**config.mk**
```make
export PLATFORM = sky130hd
export DESIGN_NAME = branch_condition_unit
export DESIGN_NICKNAME = d
export VERILOG_FILES = /design/src/rtl/branch_condition_unit_pkg.sv /design/src/rtl/cond_eval.sv /design/src/rtl/branch_condition_unit.sv
export SDC_FILE = /design/constraint.sdc
export NUM_CORES = 1
export LEC_CHECK = 0
export ABC_AREA = 1
export CAP_MARGIN = 0
export CELL_PAD_IN_SITES_DETAIL_PLACEMENT = 1
export CELL_PAD_IN_SITES_GLOBAL_PLACEMENT = 1
export CORE_ASPECT_RATIO = 0.9
export CORE_MARGIN = 2
export CORE_UTILIZATION = 41
export CTS_BUF_LIST = sky130_fd_sc_hd__clkbuf_16
export CTS_CLUSTER_DIAMETER = 120
export DETAILED_ROUTE_END_ITERATION = 8
export PLACE_DENSITY = 0.9
export SLEW_MARGIN = 0
export SYNTH_ARGS = -nofsm -noshare
export SYNTH_HDL_FRONTEND = slang
export SYNTH_SLANG_ARGS = --single-unit
```
**constraint.sdc**
```tcl
create_clock -name clk -period 5.3 [get_ports clk]
set_input_delay 0.795 -clock clk [delete_from_list [all_inputs] [get_ports clk]]
set_output_delay 0.795 -clock clk [all_outputs]
set_load 0.02 [all_outputs]
```
**src/rtl/branch_condition_unit_pkg.sv**
```systemverilog
// Shared CPU definitions for branch resolution: condition codes, FSM states, flag layout.
package branch_condition_unit_pkg;

  localparam int unsigned PC_W_DEFAULT = 18;
  localparam int unsigned COND_W       = 3;
  localparam int unsigned FLAG_W       = 3;

  // Bit positions inside the {Z,G,L} flag vector
  localparam int unsigned FLAG_Z = 2;
  localparam int unsigned FLAG_G = 1;
  localparam int unsigned FLAG_L = 0;

  localparam logic [COND_W-1:0] COND_BEQ = 3'b000;
  localparam logic [COND_W-1:0] COND_BNE = 3'b001;
  localparam logic [COND_W-1:0] COND_BGT = 3'b010;
  localparam logic [COND_W-1:0] COND_BLT = 3'b011;
  localparam logic [COND_W-1:0] COND_BGE = 3'b100;
  localparam logic [COND_W-1:0] COND_BLE = 3'b101;
  localparam logic [COND_W-1:0] COND_BAL = 3'b110;
  localparam logic [COND_W-1:0] COND_BNV = 3'b111;

  typedef enum logic {
    ST_IDLE = 1'b0,
    ST_WAIT = 1'b1
  } state_e;

  // BAL/BNV never look at the flags
  function automatic logic cond_is_flag_indep(input logic [COND_W-1:0] cond);
    return (cond == COND_BAL) || (cond == COND_BNV);
  endfunction

endpackage

```
**src/rtl/cond_eval.sv**
```systemverilog
// Combinational branch condition evaluation: (cond, Z, G, L) -> take.
module cond_eval
  import branch_condition_unit_pkg::*;
(
  input  logic [COND_W-1:0] cond,
  input  logic              z,
  input  logic              g,
  input  logic              l,
  output logic              take_c
);

  // Raw flag bits are used as-is; a non-one-hot result is not masked
  always_comb begin
    take_c = 1'b0;
    unique case (cond)
      COND_BEQ: take_c = z;
      COND_BNE: take_c = ~z;
      COND_BGT: take_c = g;
      COND_BLT: take_c = l;
      COND_BGE: take_c = g | z;
      COND_BLE: take_c = l | z;
      COND_BAL: take_c = 1'b1;
      COND_BNV: take_c = 1'b0;
      default:  take_c = 1'b0;
    endcase
  end

endmodule

```
**src/rtl/branch_condition_unit.sv**
```systemverilog
// Captures comparator flags and resolves conditional branches into taken/next_pc,
// stalling flag-dependent branches until a first compare and forwarding same-cycle results.
module branch_condition_unit
  import branch_condition_unit_pkg::*;
#(
  parameter int unsigned PC_W = PC_W_DEFAULT
) (
  input  logic              clk,
  input  logic              rst_n,
  input  logic              cmp_valid,
  input  logic              equal,
  input  logic              a_greater,
  input  logic              a_less,
  input  logic              br_valid,
  output logic              br_ready,
  input  logic [COND_W-1:0] br_cond,
  input  logic [PC_W-1:0]   br_target,
  input  logic [PC_W-1:0]   pc,
  output logic              res_valid,
  output logic              res_take,
  output logic [PC_W-1:0]   next_pc,
  output logic [FLAG_W-1:0] flags,
  output logic              flag_err
);

  state_e              state;
  state_e              state_nxt;
  logic                flags_valid;
  logic [COND_W-1:0]   hold_cond;
  logic [PC_W-1:0]     hold_target;
  logic [PC_W-1:0]     hold_pc;

  logic [FLAG_W-1:0]   cmp_bits_c;
  logic [FLAG_W-1:0]   eval_flags_c;
  logic [COND_W-1:0]   sel_cond_c;
  logic [PC_W-1:0]     sel_target_c;
  logic [PC_W-1:0]     sel_pc_c;
  logic [PC_W-1:0]     pc_next_c;
  logic                resolve_c;
  logic                latch_c;
  logic                take_c;
  logic                onehot_c;

  assign cmp_bits_c = {equal, a_greater, a_less};
  assign onehot_c   = (cmp_bits_c == 3'b100) || (cmp_bits_c == 3'b010) ||
                      (cmp_bits_c == 3'b001);

  // Forward the live comparator result over the stored flags when both exist
  assign eval_flags_c = cmp_valid ? cmp_bits_c : flags;

  // Held branch fields while stalled, live request fields otherwise
  assign sel_cond_c   = (state == ST_WAIT) ? hold_cond   : br_cond;
  assign sel_target_c = (state == ST_WAIT) ? hold_target : br_target;
  assign sel_pc_c     = (state == ST_WAIT) ? hold_pc     : pc;

  cond_eval u_cond_eval (
    .cond   (sel_cond_c),
    .z      (eval_flags_c[FLAG_Z]),
    .g      (eval_flags_c[FLAG_G]),
    .l      (eval_flags_c[FLAG_L]),
    .take_c (take_c)
  );

  // Fallthrough wraps naturally at the PC width
  assign pc_next_c = take_c ? sel_target_c : PC_W'(sel_pc_c + PC_W'(1));

  // Next-state and resolve/latch decisions
  always_comb begin
    state_nxt = state;
    resolve_c = 1'b0;
    latch_c   = 1'b0;
    unique case (state)
      ST_IDLE: begin
        if (br_valid) begin
          if (cond_is_flag_indep(br_cond) || flags_valid || cmp_valid) begin
            resolve_c = 1'b1;
          end else begin
            latch_c   = 1'b1;
            state_nxt = ST_WAIT;
          end
        end
      end
      ST_WAIT: begin
        if (cmp_valid) begin
          resolve_c = 1'b1;
          state_nxt = ST_IDLE;
        end
      end
      default: state_nxt = ST_IDLE;
    endcase
  end

  // State register; br_ready is registered from the next state
  always_ff @(posedge clk or negedge rst_n) begin
    if (!rst_n) begin
      state    <= ST_IDLE;
      br_ready <= 1'b1;
    end else begin
      state    <= state_nxt;
      br_ready <= (state_nxt == ST_IDLE);
    end
  end

  // Flag register, sticky until the next compare; error pulse on non-one-hot capture
  always_ff @(posedge clk or negedge rst_n) begin
    if (!rst_n) begin
      flags       <= '0;
      flags_valid <= 1'b0;
      flag_err    <= 1'b0;
    end else begin
      flag_err <= cmp_valid && !onehot_c;
      if (cmp_valid) begin
        flags       <= cmp_bits_c;
        flags_valid <= 1'b1;
      end
    end
  end

  // Hold registers for a branch stalled on missing flags
  always_ff @(posedge clk or negedge rst_n) begin
    if (!rst_n) begin
      hold_cond   <= '0;
      hold_target <= '0;
      hold_pc     <= '0;
    end else if (latch_c) begin
      hold_cond   <= br_cond;
      hold_target <= br_target;
      hold_pc     <= pc;
    end
  end

  // Decision outputs; take/next_pc hold between results
  always_ff @(posedge clk or negedge rst_n) begin
    if (!rst_n) begin
      res_valid <= 1'b0;
      res_take  <= 1'b0;
      next_pc   <= '0;
    end else begin
      res_valid <= resolve_c;
      if (resolve_c) begin
        res_take <= take_c;
        next_pc  <= pc_next_c;
      end
    end
  end

endmodule

```
==> results of run 1 <==
## per-layer routing
metal / track usage [%] / vias up
li1: - / 1800
met1: 29.2 / 1800
met2: 40.9 / 61
met3: 4.09 / 11
met4: 6.60 / 0
met5: 0 / -
## state kept, by name, summed over array words and instances (netlist names)
register     count
br_ready         1
flag_err         1
flags            3
flags_valid      1
hold_cond        3
hold_pc         18
hold_target     18
next_pc         18
res_take         1
res_valid        1
state            1
## stage by stage
step                      setup slack (ns)  power [uW]  std cells  hold WS [ns]  utilization (%)
after global routing                  2.42        1570        730         0.492             53.6
final                                 2.62        1500        730         0.463             53.6
after detailed placement              2.31         880        714         0.459             50.2
after global placement                2.43         866        714         0.435             50.2
after floorplan                       3.43         741        541         0.421                -
after CTS                             2.64        1520        730         0.472             53.6
## cells in the mapped netlist (5+ instances only)
library cell  count  share of area, %
buf_2             5              0.64
o21ai_0          28               3.6
nor2_2            7               1.1
clkbuf_1          7              0.68
nor2_1           19               1.8
o21ai_1          16               2.1
dfrtp_1          65                42
buf_6             5               1.4
mux2i_1           7               1.8
nand3_1          27               3.5
nand2_2          19               3.1
nand4_1           7               1.1
nand2_1         235                23
a21oi_1           8               1.0
inv_1            48               4.6
## layout make-up
| class | count | area, um^2 |
|---|---|---|
| Fill cell | 1178 | 4250 |
| Multi-Input combinational cell | 398 | 1860 |
| Sequential cell | 66 | 1650 |
| Timing Repair Buffer | 73 | 718 |
| Clock buffer | 9 | 225 |
| Inverter | 55 | 214 |
| Tap cell | 122 | 153 |
| Clock inverter | 7 | 85.1 |
## worst min path at each step
stage,startpoint,endpoint,slack (ns),cells after the start
2_1_floorplan,flags_valid$_DFFE_PN0P_,flags_valid$_DFFE_PN0P_,0.42,2
3_3_place_gp,flags_valid$_DFFE_PN0P_,flags_valid$_DFFE_PN0P_,0.43,2
3_5_place_dp,flags_valid$_DFFE_PN0P_,flags_valid$_DFFE_PN0P_,0.46,2
4_1_cts,flags_valid$_DFFE_PN0P_,flags_valid$_DFFE_PN0P_,0.47,2
5_1_grt,flags_valid$_DFFE_PN0P_,flags_valid$_DFFE_PN0P_,0.49,2
6_report,flags_valid$_DFFE_PN0P_,flags_valid$_DFFE_PN0P_,0.46,2
## cell families (layout without fill, tap and decap cells)
group,count (synthesis),after routing
xor+xnor,6,6
compound gates,58,58
simple gates,326,326
fa+ha+maj,1,1
flops,66,66
buf+inv,77,144
mux,7,7
## critical path, delay by kind of cell
kind	cells	cell delay, ns
buffers and inverters	2	0.97
AO/OA/AOI/OAI	2	0.35
AND/OR/NAND/NOR	5	0.82
## power groups by stage
stage	Sequential, uW	Clock, uW	Combinational [uW]
3_5_place_dp	594	0	286
5_1_grt	592	658	316
2_1_floorplan	618	0	123
3_3_place_gp	591	0	275
6_report	586	632	286
4_1_cts	587	641	289
==> summary.txt, run 1 <==
Run status
  • Status: completed

Die
  • Core ar.: 0.00917 mm^2
  • FP Rows: 33
  • # IOs: 71
  • Initial Utilization: 42.5%
  • Die Height: 96.4 um
  • Die W: 107 um
  • Die area: 0.0103 mm^2

Critical path
  • Top fanout value on the critical path: 25
  • Arrival time worst endpoint: 2.95 ns
  • Critical path data required time: 5.57 ns
  • Reg2Reg Depth: 10
  • CP max stage cell: clkdlybuf4s50_1
  • Critical path origin: cmp_valid
  • Crit-path cells: clkdlybuf4s50_1 > nor2_1 > o21ai_2 > nand3_1 > nand2_1 > inv_2 > a21oi_1 > nand2_1 > nand2_1
  • Worst setup path endpoint: next_pc[15]$_DFFE_PN0P_
  • CP Launch Type: input port
  • Setup CP Type: in -> reg
  • Max incr delay on CP: 0.62 ns
  • Crit end category: flop
  • R2r endpoint: next_pc[7]$_DFFE_PN0P_
  • Cell mode on critical path: nand2_1
  • Setup slack, reg-to-reg: 2.67 ns
  • Reg-to-reg startpoint: state$_DFF_PN0_

Pwr
  • Switching Share: 28.0%
  • Power density over the cells: 306 mW/mm^2
  • Peak VDD IR: 0.194 mV
  • Clock power frac: 42.0%
  • Combinational share of power: 19.0%
  • P_leak: 0.00246 uW
  • Cell Int Power: 1080 uW
  • Sw power: 420 uW
  • Sequential fraction of design power: 39.0%

Clock network
  • Clk sink count: 66
  • Worst-path clk slew: 0.05 ns
  • Post_cts resized: 0
  • Num CTS Buffers: 9
  • Worst skew pair latency: 0.34 ns
  • Post-CTS setup buffer count: 0
  • Clock Tree Root: clkbuf_16
  • Hold_buf cts: 0
  • Clock buffer depth: 2
  • H-tree levels: 3
  • CTS tree: built

Logic synthesis
  • Post-synth EDFFs: 0
  • Top FF cell, synth: dfrtp_1
  • Post-synthesis simple-gate area fraction: 36.5%
  • Post-synthesis cell count: 541
  • Compound-gate portion of the synthesized area: 7.94%
  • Unique masters post-synth: 34
  • Adder-Cell Fraction of Synth Area: 0.322%
  • Synth Cell Area: 0.00389 mm^2
  • Post-synthesis xor/xnor area fraction: 1.35%
  • Mux share of post-synthesis cell area: 1.80%
  • Async SR Flop Fraction: 100%
  • Register area share after synthesis: 42.5%
  • Post-Syn Nets: 588
  • Synthesis warning total: 0
  • Combinational family with the most area after synthesis: simple AND/OR/NAND/NOR gates
  • Avg Synthesized Cell Area: 7.19 um^2
  • Synth Register Bits: 66

Global routing
  • Total gr overflow: 0
  • Largest net degree at the start of global routing: 67
  • Vias in the first global route: 3889
  • First-pass GRT wire length: 18700 um
  • Initial antenna violation count: 0
  • Gr usage total: 23.1%

Route
  • 1st-pass router iterations: 5
  • Vias per cell: 5.03
  • Total vias in the final route: 3672
  • Met2 wire length: 5580 um
  • Initial detailed-routing violation count: 121
  • Antenna-violating nets left: 0
  • Metal-1 WL: 5060 um
  • Met3 routed WL: 401 um
  • Highest routed layer: met4
  • WL per Instance: 15.3 um
  • Total wire length: 11200 um
  • Detailed-route DRC error count: 0

Finish
  • Commonest non-fill, non-tap cell in the layout: nand2_1
  • Nets@finish: 650
  • Commonest cells after routing, fill and taps aside: nand2_1, clkdlybuf4s50_1, dfrtp_1
  • # diodes: 0
  • P&R area growth vs syn: 26.2%
  • Design area: 0.00491 mm^2
  • Fraction of layout cells with a size suffix above 1: 10.4%

Timing
  • Max-slew headroom: 41.7%
  • Max-slew violations: 0
  • Final setup fails: 0
  • Period utilization: 50.5%
  • Unrepaired setup endpoints after global routing: no
  • Layout Skew: 0.00630 ns
  • Setup TNS: 0 ns
  • Least-Margin Pin Slew: 0.874 ns
  • Final hold violation count: 0
  • Final Critical Period: 2.68 ns
  • Fmax: 0.374 GHz

Run
  • Max_cap viols: 0

Placement
  • RD Place Congestion: 0.886
  • Port buffer count: 70
  • Cell Area, Placed: 0.00460 mm^2
  • HPWL reported at the end of detailed placement: 7880 um

Hold path
  • Worst Hold Class: reg -> reg
(Power assumes the default switching activity.)
==> run 2: changes to the inputs <==
--- a/config.mk
+++ b/config.mk
@@ -11,11 +11,11 @@
 export CELL_PAD_IN_SITES_GLOBAL_PLACEMENT = 1
 export CORE_ASPECT_RATIO = 0.9
 export CORE_MARGIN = 2
-export CORE_UTILIZATION = 41
+export CORE_UTILIZATION = 34
 export CTS_BUF_LIST = sky130_fd_sc_hd__clkbuf_16
 export CTS_CLUSTER_DIAMETER = 120
 export DETAILED_ROUTE_END_ITERATION = 8
-export PLACE_DENSITY = 0.9
+export PLACE_DENSITY = 0.8
 export SLEW_MARGIN = 0
 export SYNTH_ARGS = -nofsm -noshare
 export SYNTH_HDL_FRONTEND = slang
==> constraint.sdc (replaced) <==
create_clock -name clk -period 2.2 [get_ports clk]
set_input_delay 0.33 -clock clk [delete_from_list [all_inputs] [get_ports clk]]
set_output_delay 0.33 -clock clk [all_outputs]
set_load 0.02 [all_outputs]
==> summary.txt, run 2 (synthesis results as in run 1) <==
Route
  • Detailed-route DRC error count: 0
  • WL per Instance: 14.0 um
  • Total wire length: 10800 um
  • Total vias in the final route: 3629
  • Antenna-violating nets left: 0
  • Initial detailed-routing violation count: 129
  • Vias per cell: 4.71
  • 1st-pass router iterations: 4

Timing
  • Max-slew violations: 0
  • Layout Skew: 0.00923 ns
  • Max-slew headroom: 45.7%
  • Fmax: 0.506 GHz
  • Period utilization: 89.8%
  • Hold slack: -0.00431 ns
  • Final setup fails: 0
  • Final Critical Period: 1.98 ns
  • Least-Margin Pin Slew: 0.813 ns
  • Unrepaired setup endpoints after global routing: no
  • Final hold violation count: 3

Global routing
  • First-pass GRT wire length: 18400 um
  • Vias in the first global route: 3784
  • Total gr overflow: 0
  • Largest net degree at the start of global routing: 67
  • Gr usage total: 19.1%
  • Initial antenna violation count: 0

Critical path
  • Critical path origin: state$_DFF_PN0_
  • Arrival time worst endpoint: 2.19 ns
  • Reg2Reg Depth: 11
  • Top fanout value on the critical path: 13
  • Setup slack, reg-to-reg: 0.22 ns
  • Reg-to-reg startpoint: state$_DFF_PN0_
  • Critical path data required time: 2.42 ns
  • R2r endpoint: next_pc[8]$_DFFE_PN0P_
  • Crit end category: flop
  • CP Launch Type: flop
  • Setup CP Type: reg -> reg

Clock network
  • CTS tree: built
  • Clk sink count: 66
  • Worst-path clk slew: 0.06 ns
  • Clock buffer depth: 2
  • Num CTS Buffers: 9
  • H-tree levels: 3
  • Worst skew pair latency: 0.33 ns
  • Clock Tree Root: clkbuf_16

Run
  • Max_cap viols: 0

Pwr
  • Peak VDD IR: 0.280 mV
  • P_leak: 0.00249 uW
  • Power density over the cells: 678 mW/mm^2

Run status
  • Failing checks: hold timing
  • Status: complete, but fails checks

Finish
  • Nets@finish: 657
  • Commonest cells after routing, fill and taps aside: nand2_1, clkdlybuf4s50_1, dfrtp_1
  • Commonest non-fill, non-tap cell in the layout: nand2_1
  • Fraction of layout cells with a size suffix above 1: 11.5%
  • Biggest regs: hold_pc (18), hold_target (18), next_pc (18)
  • # diodes: 0
  • P&R area growth vs syn: 28.8%
  • Design area: 0.00501 mm^2
  • Final core utilization: 44.4%

Die
  • Die area: 0.0123 mm^2
  • Core ar.: 0.0113 mm^2
  • FP Rows: 37
  • Initial Utilization: 34.4%
  • Die Height: 105 um
  • Die W: 117 um
  • # IOs: 71

Placement
  • RD Place Congestion: 0.804
  • Cell Area, Placed: 0.00472 mm^2
  • Port buffer count: 70
  • HPWL reported at the end of detailed placement: 7970 um

Hold path
  • Worst Hold Class: in -> async
==> run 2: cell count changes in the layout (fill, tap and decap cells not counted), sizes merged <==
cell	previous run	this run
buf	4	11
bufinv	2	0
clkinv	5	6
inv	54	55
==> run 2: cell type report <==
cell class	instances	area [um^2]
clock buffers	9	225
clock inverters	7	38.8
fillers	1456	6280
inverters	55	214
multi-input cells	398	1870
flip-flops and latches	66	1660
well taps	156	195
repair buffers	80	812
==> run 2: how the worst max path moves through the flow <==
| stage | endpoint | slack [ns] | cells past startpoint |
|---|---|---|---|
| 5_1_grt | next_pc[14]$_DFFE_PN0P_ | 0.05 | 11 |
| 3_5_place_dp | next_pc[13]$_DFFE_PN0P_ | -0.09 | 12 |
| 2_1_floorplan | next_pc[16]$_DFFE_PN0P_ | 0.45 | 15 |
| 3_3_place_gp | next_pc[8]$_DFFE_PN0P_ | 0.04 | 12 |
| 6_report | next_pc[8]$_DFFE_PN0P_ | 0.22 | 11 |
| 4_1_cts | next_pc[16]$_DFFE_PN0P_ | 0.07 | 12 |
==> run 2: power by group <==
part / internal [uW] / total [uW] / switching, uW
combinational: 318 / 712 / 394
sequential: 1340 / 1410 / 71.2
clock: 749 / 1280 / 529
==> run 2: what timing repair did <==
action,CTS,global route
setup buffers,0,1
hold buffers,0,0
resized for setup,0,3
setup endpoints to repair,0,4
==> run 2: stage by stage <==
stage	instances	hold WS [ns]	total power (uW)	setup TNS, ns	setup slack [ns]
4_1_cts	770	0.0370	3430	0	0.0733
3_3_place_gp	754	0.383	2110	0	0.0402
5_1_grt	771	0.0457	3580	0	0.0502
2_1_floorplan	541	0.0344	1790	0	0.454
3_5_place_dp	754	0.386	2140	-1.13	-0.0890
6_report	771	-0.00431	3400	0	0.224
==> run 2: layer usage <==
layer	global-route usage, %	part of all wire (%)	up-vias
met5	0	0	-
met4	6.30	1.1	0
met3	2.99	3.3	10
met2	31.5	48	62
met1	25.5	47	1740
li1	-	-	1817
==> run 2: critical path, stage by stage, from the launching register on <==
cell	delay (ns)
dfrtp_4	0.58
inv_8	0.13
nand2_1	0.07
nand2_2	0.11
ha_1	0.24
nand2_1	0.12
nor2_4	0.16
nand2_2	0.09
xor2_1	0.15
nand2_1	0.08
nand3_1	0.07
nand2_1	0.05
